### src/rtl/pipeline_id_hazard_stage.sv
// pipeline_id_hazard_stage: decode stage with register file, load-use stall FSM and ID/EX register
module pipeline_id_hazard_stage #(
   parameter int DATA_W = 32,
   parameter int NREG = 32,
   parameter int CTRL_W = 16,
   parameter int LOAD_STALL = 1,
   localparam int AW = $clog2(NREG)
) (
   input  logic              clk,
   input  logic              reset,
   input  logic              id_valid,
   input  logic [AW-1:0]     id_rs,
   input  logic [AW-1:0]     id_rt,
   input  logic [AW-1:0]     id_dst,
   input  logic              id_regwr,
   input  logic              id_memrd,
   input  logic [CTRL_W-1:0] id_ctrl,
   input  logic [DATA_W-1:0] id_imm,
   input  logic              wb_wr,
   input  logic [AW-1:0]     wb_addr,
   input  logic [DATA_W-1:0] wb_data,
   input  logic              ex_flush,
   output logic              stall_out,
   output logic              ex_valid,
   output logic [AW-1:0]     ex_rs,
   output logic [AW-1:0]     ex_rt,
   output logic [DATA_W-1:0] ex_a,
   output logic [DATA_W-1:0] ex_b,
   output logic [AW-1:0]     ex_dst,
   output logic              ex_regwr,
   output logic              ex_memrd,
   output logic [CTRL_W-1:0] ex_ctrl,
   output logic [DATA_W-1:0] ex_imm
);
   typedef enum logic {RUN, STALL} state_t;
   localparam logic [1:0] CNT_INIT = 2'(LOAD_STALL > 1 ? LOAD_STALL - 2 : 0);
   logic [DATA_W-1:0] rf [NREG];
   logic [DATA_W-1:0] rd_a, rd_b;
   logic [1:0] cnt;
   state_t state;
   logic haz, bubble;
   // register file: reg 0 never written
   always_ff @(posedge clk or negedge reset)
      if (!reset) for (int i = 0; i < NREG; i++) rf[i] <= '0;
      else if (wb_wr && wb_addr != '0) rf[wb_addr] <= wb_data;
   // operand reads with same-cycle write-back bypass
   always_comb begin
      rd_a = (id_rs == '0) ? '0 : (wb_wr && wb_addr == id_rs) ? wb_data : rf[id_rs];
      rd_b = (id_rt == '0) ? '0 : (wb_wr && wb_addr == id_rt) ? wb_data : rf[id_rt];
   end
   // load-use detection and stall/bubble decisions; flush overrides any stall
   always_comb begin
      haz = id_valid && ex_valid && ex_memrd && ex_regwr && ex_dst != '0 &&
            (ex_dst == id_rs || ex_dst == id_rt);
      stall_out = ex_flush ? 1'b0 : (state == STALL) ? 1'b1 : haz;
      bubble = ex_flush || state == STALL || haz;
   end
   // stall FSM: extra bubbles beyond the first are counted down in STALL
   always_ff @(posedge clk or negedge reset)
      if (!reset) begin
         state <= RUN;
         cnt <= '0;
      end else if (ex_flush) state <= RUN;
      else if (state == STALL) begin
         if (cnt == '0) state <= RUN;
         else cnt <= cnt - 2'd1;
      end else if (haz && LOAD_STALL > 1) begin
         state <= STALL;
         cnt <= CNT_INIT;
      end
   // ID/EX register: a bubble clears the control fields and holds the data fields
   always_ff @(posedge clk or negedge reset)
      if (!reset) begin
         ex_valid <= 1'b0;
         ex_rs <= '0;
         ex_rt <= '0;
         ex_a <= '0;
         ex_b <= '0;
         ex_dst <= '0;
         ex_regwr <= 1'b0;
         ex_memrd <= 1'b0;
         ex_ctrl <= '0;
         ex_imm <= '0;
      end else if (bubble) begin
         ex_valid <= 1'b0;
         ex_regwr <= 1'b0;
         ex_memrd <= 1'b0;
         ex_ctrl <= '0;
      end else begin
         ex_valid <= id_valid;
         ex_rs <= id_rs;
         ex_rt <= id_rt;
         ex_a <= rd_a;
         ex_b <= rd_b;
         ex_dst <= id_dst;
         ex_regwr <= id_regwr;
         ex_memrd <= id_memrd;
         ex_ctrl <= id_ctrl;
         ex_imm <= id_imm;
      end
endmodule
### config.mk
export PLATFORM = sky130hd
export DESIGN_NAME = pipeline_id_hazard_stage
export DESIGN_NICKNAME = d
export VERILOG_FILES = /design/src/rtl/pipeline_id_hazard_stage.sv
export SDC_FILE = /design/constraint.sdc
export NUM_CORES = 2
export LEC_CHECK = 0
export CORE_MARGIN = 4
export CORE_UTILIZATION = 45
export DETAILED_ROUTE_END_ITERATION = 7
export GPL_TIMING_DRIVEN = 0
export PLACE_DENSITY_LB_ADDON = 0.1
export SETUP_SLACK_MARGIN = 0.02
export SLEW_MARGIN = 20
export SYNTH_ARGS = -nofsm -noshare
export SYNTH_HDL_FRONTEND = slang
export SYNTH_SLANG_ARGS = --single-unit
### constraint.sdc
create_clock -name clk -period 2.55 [get_ports clk]
set_clock_uncertainty 0.1 [all_clocks]
set_input_delay 0.51 -clock clk [delete_from_list [all_inputs] [get_ports clk]]
set_output_delay 0.51 -clock clk [all_outputs]
set_load 0.01 [all_outputs]
Word-level counts from Yosys, hierarchy flattened
Index checks and enable logic that the tools add are counted.
- register bits after elaboration: 1157
- bits in latches: 0
- RAM bits: 0
- bits in read-only memories: 0
- input bits: 107
- memories kept: 0
- $add $sub $neg: 1
- multiply operators: 0
- divide/modulo/power cells: 0
- magnitude comparators: 4
- equal/unequal tests: 4
- shifts and indexed selects: 0
- muxes and demuxes: 22
- bitwise gates (word level): 5
- reduce and logical (&&, ||, !) cells: 18
- operators by type and width (operator ; number):
    $bwmux W1024 ; 1
    $bmux W32 S5 ; 2
    $mux W32 ; 9
    $demux W32 S5 ; 1
    $eq A5 B5 Y1 ; 4
    $ge A6 B6 Y1 const B ; 3
    $not A5 Y6 ; 3
    $mux W16 ; 1
    $logic_not A5 Y1 ; 2
    $reduce_bool A5 Y1 ; 2
    $logic_and A1 B1 Y1 ; 9
    $mux W1 ; 8
    $lt A6 B1 Y1 const B ; 1
    $logic_or A1 B1 Y1 ; 3
    $reduce_and A3 Y1 ; 1
    $logic_not A2 Y1 ; 1
    $not A1 Y1 ; 2
    $sub A2 B1 Y2 const B ; 1

Longest topological paths before layout
- depth in word-level cells: 7
- depth in mapped cells: 11
- gate-level depth less buffers: 6

Worst setup path after synthesis
OpenSTA, ideal clock, no wires.
- path type: input to register
- start point: in id_rs[2]
- end point: reg ex_a[21]
- setup time: 0.126 ns
- arrival: 2.319 ns
- data required time: 2.324 ns
- slack: 0.006 ns
- stages on the path: 8
- buffers on the path: 3
- path through: buf_2 -> clkbuf_1 -> buf_1 -> mux4_2 -> a22oi_1 -> nand2_1 -> and3_1 -> a221o_1
- longest elaborated chain between the ends: 6
- elaborated cells on any way between the ends: 13
- those cells by class: eq/ne (2); mux (5); bitwise (1); reduce/logical (5)
- RTL lines (element ; RTL line ; RTL):
    start: declaration ; 12 ; input logic [AW-1:0] id_rs,
    $not A5 Y6 (implied by the code) ; 48 ; rd_a = (id_rs == '0) ? '0 : (wb_wr && wb_addr == id_rs) ? wb_data : rf[id_rs];
    $bmux W32 S5 ; 48 ;
    $mux W32 (implied by the code) (2 in series) ; 48 ;
    $mux W32 (2 in series) ; 48 ;
    end signal: assignment ; 93 ; ex_a <= rd_a;
    end: declaration ; 27 ; output logic [DATA_W-1:0] ex_a,
Parallel ways exist; a longest one is shown, timed or not. The select of a mux whose other input is x is not followed.
A chain may end at the register's enable or synchronous reset.

Final worst setup path
- start point: reg ex_dst[3]
- end point: out stall_out
- longest elaborated chain between the ends: 5
- elaborated cells on any way between the ends: 8
- those cells by class: eq/ne (2); mux (2); reduce/logical (4)
- RTL lines (element ; RTL line ; RTL):
    start: declaration ; 29 ; output logic [AW-1:0] ex_dst,
    start signal: assignment ; 95 ; ex_dst <= id_dst;
    $eq A5 B5 Y1 or $reduce_bool A5 Y1 (tied branches) ; 54, 53 ;
    $logic_or A1 B1 Y1 or $logic_and A1 B1 Y1 (tied branches) ; 54, 53 ;
    $logic_and A1 B1 Y1 (*) ; 53 ; haz = id_valid && ex_valid && ex_memrd && ex_regwr && ex_dst != '0 &&
    $mux W1 (*) (2 in series) ; 55 ; stall_out = ex_flush ? 1'b0 : (state == STALL) ? 1'b1 : haz;
    end: declaration ; 23 ; output logic stall_out,
Every way passes the cells marked *; elsewhere a longest branch is shown, timed or not.

==> results by group <==
Outcome
  • Status: finished, violations left
  • Failing checks: setup timing

Worst setup path
  • Critical Path Fanout Max: 3
  • Worst EP arrival: between 2000 and 2500 ps
  • Crit path kind: flip-flop to output port
  • Critical Path RT: about 1900 ps
  • Startpoint Class: flip-flop
  • R2R depth: 9
  • CP endpoint kind: output port

Drt
  • Total number of vias: approximately 42000
  • Antenna Nets Post-Route: 0
  • 1st-iter DRT viols: 4875
  • Via density: between 6 and 7
  • Drt pass-1 iters: 6
  • Routed length per instance: 36.0 µm
  • Routed WL: approximately 230000 µm
  • DR DRC count: 0

STA
  • Min Tclk post-route: between 2000 and 3000 ps
  • Pins Over Slew Limit: 0
  • Final WS setup: -448 ps
  • Max transition margin: between 10% and 20%
  • Crit share post-route: 118%
  • # setup viols final: 87
  • Worst Tran Pin Value: 1210 ps
  • Number of hold violations in the final report: 0
  • Maximum clock frequency: 334 MHz
  • RSZ-0062 raised after global routing: yes

Placed design
  • Buffers added on ports: 222
  • GPL Wtd Cong: slightly below 1
  • Placed instance count: 6158
  • Post-DP Area: ~64000 µm²
  • HPWL after detailed placement: about 170000 µm

Floorplanning
  • Ports: 238
  • Initial core utilization: between 40% and 50%
  • Die area: roughly 140000 µm²
  • CORE AREA: about 130000 µm²
  • Row count: approximately 130
  • DIE HEIGHT: roughly 370 µm
  • Die Wd: between 300 and 400 µm

GRT
  • Total GRT Usage: between 30% and 40%
  • Vias in the first global route: between 40000 and 50000
  • Grt met2 use: 50.9%
  • Largest net degree at the start of global routing: 142
  • Initial antenna violation count: 12
  • M1 GR Usage: between 40% and 50%
  • GR peak layer: met2
  • First-pass GRT wire length: 323000 µm
  • Grt met3 use: 9.00%
  • Grt total ovfl: 0

Power and ir drop
  • Cell-internal power: approximately 40 mW
  • Combinational share of power: about a fifth
  • Sw frac: 28.9%
  • Worst IR drop on VDD: around 640 µV
  • PwrDens: 795 nW/µm²
  • Psw: 16.0 mW
  • Pwr Total: 55.4 mW
  • Cell leakage power: between 30 and 40 nW
  • Clock network fraction of total power: between 30% and 40%
  • Sequential Power Share: around 44%

Synthesis
  • Post-synth top area share: about half
  • Top-count cell post-synth: dfrtp_1
  • Syn_area_per_cell: approximately 14 µm²
  • Post-synthesis instance total: 4184
  • Asr flop ratio synth: 100%
  • Most used flip-flop cell after synthesis: dfrtp_1
  • Top post-synthesis cells by count: dfrtp_1, mux2_2, mux2i_1, mux4_2, clkbuf_1
  • Yosys cell types: 50
  • Post-synth top area cell: dfrtp_1
  • Syn_nets: approximately 4300
  • Sequential cell area fraction in the yosys report: roughly 50%
  • Netlist Area Pre-Place: between 50000 and 60000 µm²
  • Post-synth EDFFs: 0
  • Synth top area cells: dfrtp_1, mux2_2, mux4_2, mux2i_1, a22oi_1
  • Synth warnings: 0
  • #FFs+latches synth: 1157

CTS
  • TritonCTS clock tree: done
  • CTS sink cnt: between 1000 and 1500
  • Clk buf depth: 3
  • Clk Latency, worst-skew pair: slightly below 800 ps
  • Root buffer cell: clkbuf_16
  • Reg clk slew, reported paths: around 50 ps
  • Total CTS buffers: between 100 and 150
  • H-tree levels: 4

Flow run
  • Max-cap violation count: 0

Final layout
  • Layout area overhead: 17.7%
  • Share of cells above drive strength 1: around two fifths
  • Final #Nets: around 4700
  • Finished Layout Cells: 6435
  • # fillers: 11200
  • Core Util, Final: between 50% and 60%
  • Fin area: ~70000 µm²

Hold path
  • Hold path cells: 2
  • Worst min-delay path class: primary input to flip-flop
final timing paths:
path                                        from                     end  slack (ps)
setup / recovery           ex_dst[3]$_DFFE_PN0N_               stall_out        -450
hold / removal                          id_rt[4]    ex_rt[4]$_DFFE_PN0N_         160
setup reg to reg           ex_dst[3]$_DFFE_PN0N_    ex_a[14]$_DFFE_PN0N_        -130
hold reg to reg              rf[997]$_DFFE_PN0P_     rf[997]$_DFFE_PN0P_         380
max in group asynchronous                  reset     rf[773]$_DFFE_PN0P_         270
min in group asynchronous                  reset  ex_imm[28]$_DFFE_PN0N_         330
layout make-up:
class | count | area (µm²) | share of cell area [%]
clock buffers | 206 | 4130 | 5.92
well taps | 1742 | 2180 | 3.13
flip-flops and latches | 1157 | 29000 | 41.6
clock inverters | 28 | 295 | 0.424
multi-input cells | 2557 | 28500 | 40.9
diodes | 8 | 20.0 | 0.0287
repair buffers | 270 | 3110 | 4.46
plain buffers | 465 | 2460 | 3.53
inverters | 2 | 7.51 | 0.0108
sequential cells by signal, summed over array words and instances, names as in the netlist:
signal and flops:
rf 1024, ex_a 32, ex_b 32, ex_imm 32
ex_ctrl 16, ex_dst 5, ex_rs 5, ex_rt 5
cnt 2, ex_memrd 1, ex_regwr 1, ex_valid 1
state 1
power groups by stage:
stage               clock (mW)  combinational, mW  sequential (mW)
floorplan                    0               7.16             23.7
global placement             0               10.5             24.6
detailed placement           0               10.9             24.6
CTS                       19.9               11.1             24.3
global route              20.6               11.9             24.8
finish                    19.6               11.3             24.4
worst max-delay path, cell delays in order, from the launching register on:
cell and delay [ps]:
dfrtp_2 460, or4_4 570, o21ai_4 200, nor2_4 90
nor2_1 100, nor2_1 40, buf_2 140
cell families after synthesis:
logic type | Yosys count | share of synthesized area (%)
compound gates | 493 | 6.43
xor+xnor | 21 | 0.311
fa+ha+maj | 1 | 0.0211
buf+inv | 470 | 3.30
flops | 1157 | 48.9
mux | 1747 | 38.4
simple gates | 295 | 2.59
cells in the final DEF (no fill, tap or decap), types with 38 or more instances in the layout:
master,Yosys,layout
dfrtp_1,1157,1134
mux2_2,1037,1036
mux2i_1,387,387
mux4_2,317,317
clkbuf_1,285,227
clkdlybuf4s50_1,0,217
a22oi_1,188,185
clkbuf_16,0,153
buf_2,118,86
nand2_1,76,76
a21oi_1,69,69
nand3_1,67,67
a221o_1,63,63
clkbuf_2,0,50
buf_1,57,48
buf_4,5,42
nor2b_1,38,38
per-layer routing:
metal | up-vias | routed length (µm)
li1 | 16900 | -
met1 | 22400 | 90700
met2 | 2280 | 104000
met3 | 595 | 22000
met4 | 2 | 15100
met5 | - | 8
per-stage QoR:
| step | TNS (ps) | hold WS (ps) | setup WS [ps] |
|---|---|---|---|
| 2_1_floorplan | 0 | 114 | 47.3 |
| 6_report | -8030 | 164 | -448 |
| 5_1_grt | -8450 | 149 | -466 |
| 3_3_place_gp | - | 357 | -53830 |
| 4_1_cts | -471 | -480 | -469 |
| 3_5_place_dp | -613530 | 351 | -2080 |
repair_timing:
item / CTS / global route
buffers inserted: 12 / 9
gates resized for setup: 204 / 112
hold buffers: 4 / 2
endpoints found under the setup margin: 179 / 214
gates cloned: 1 / 10
pin swaps: 7 / 61
hold endpoints to repair: 129 / 78
(Power assumes the default switching activity.)
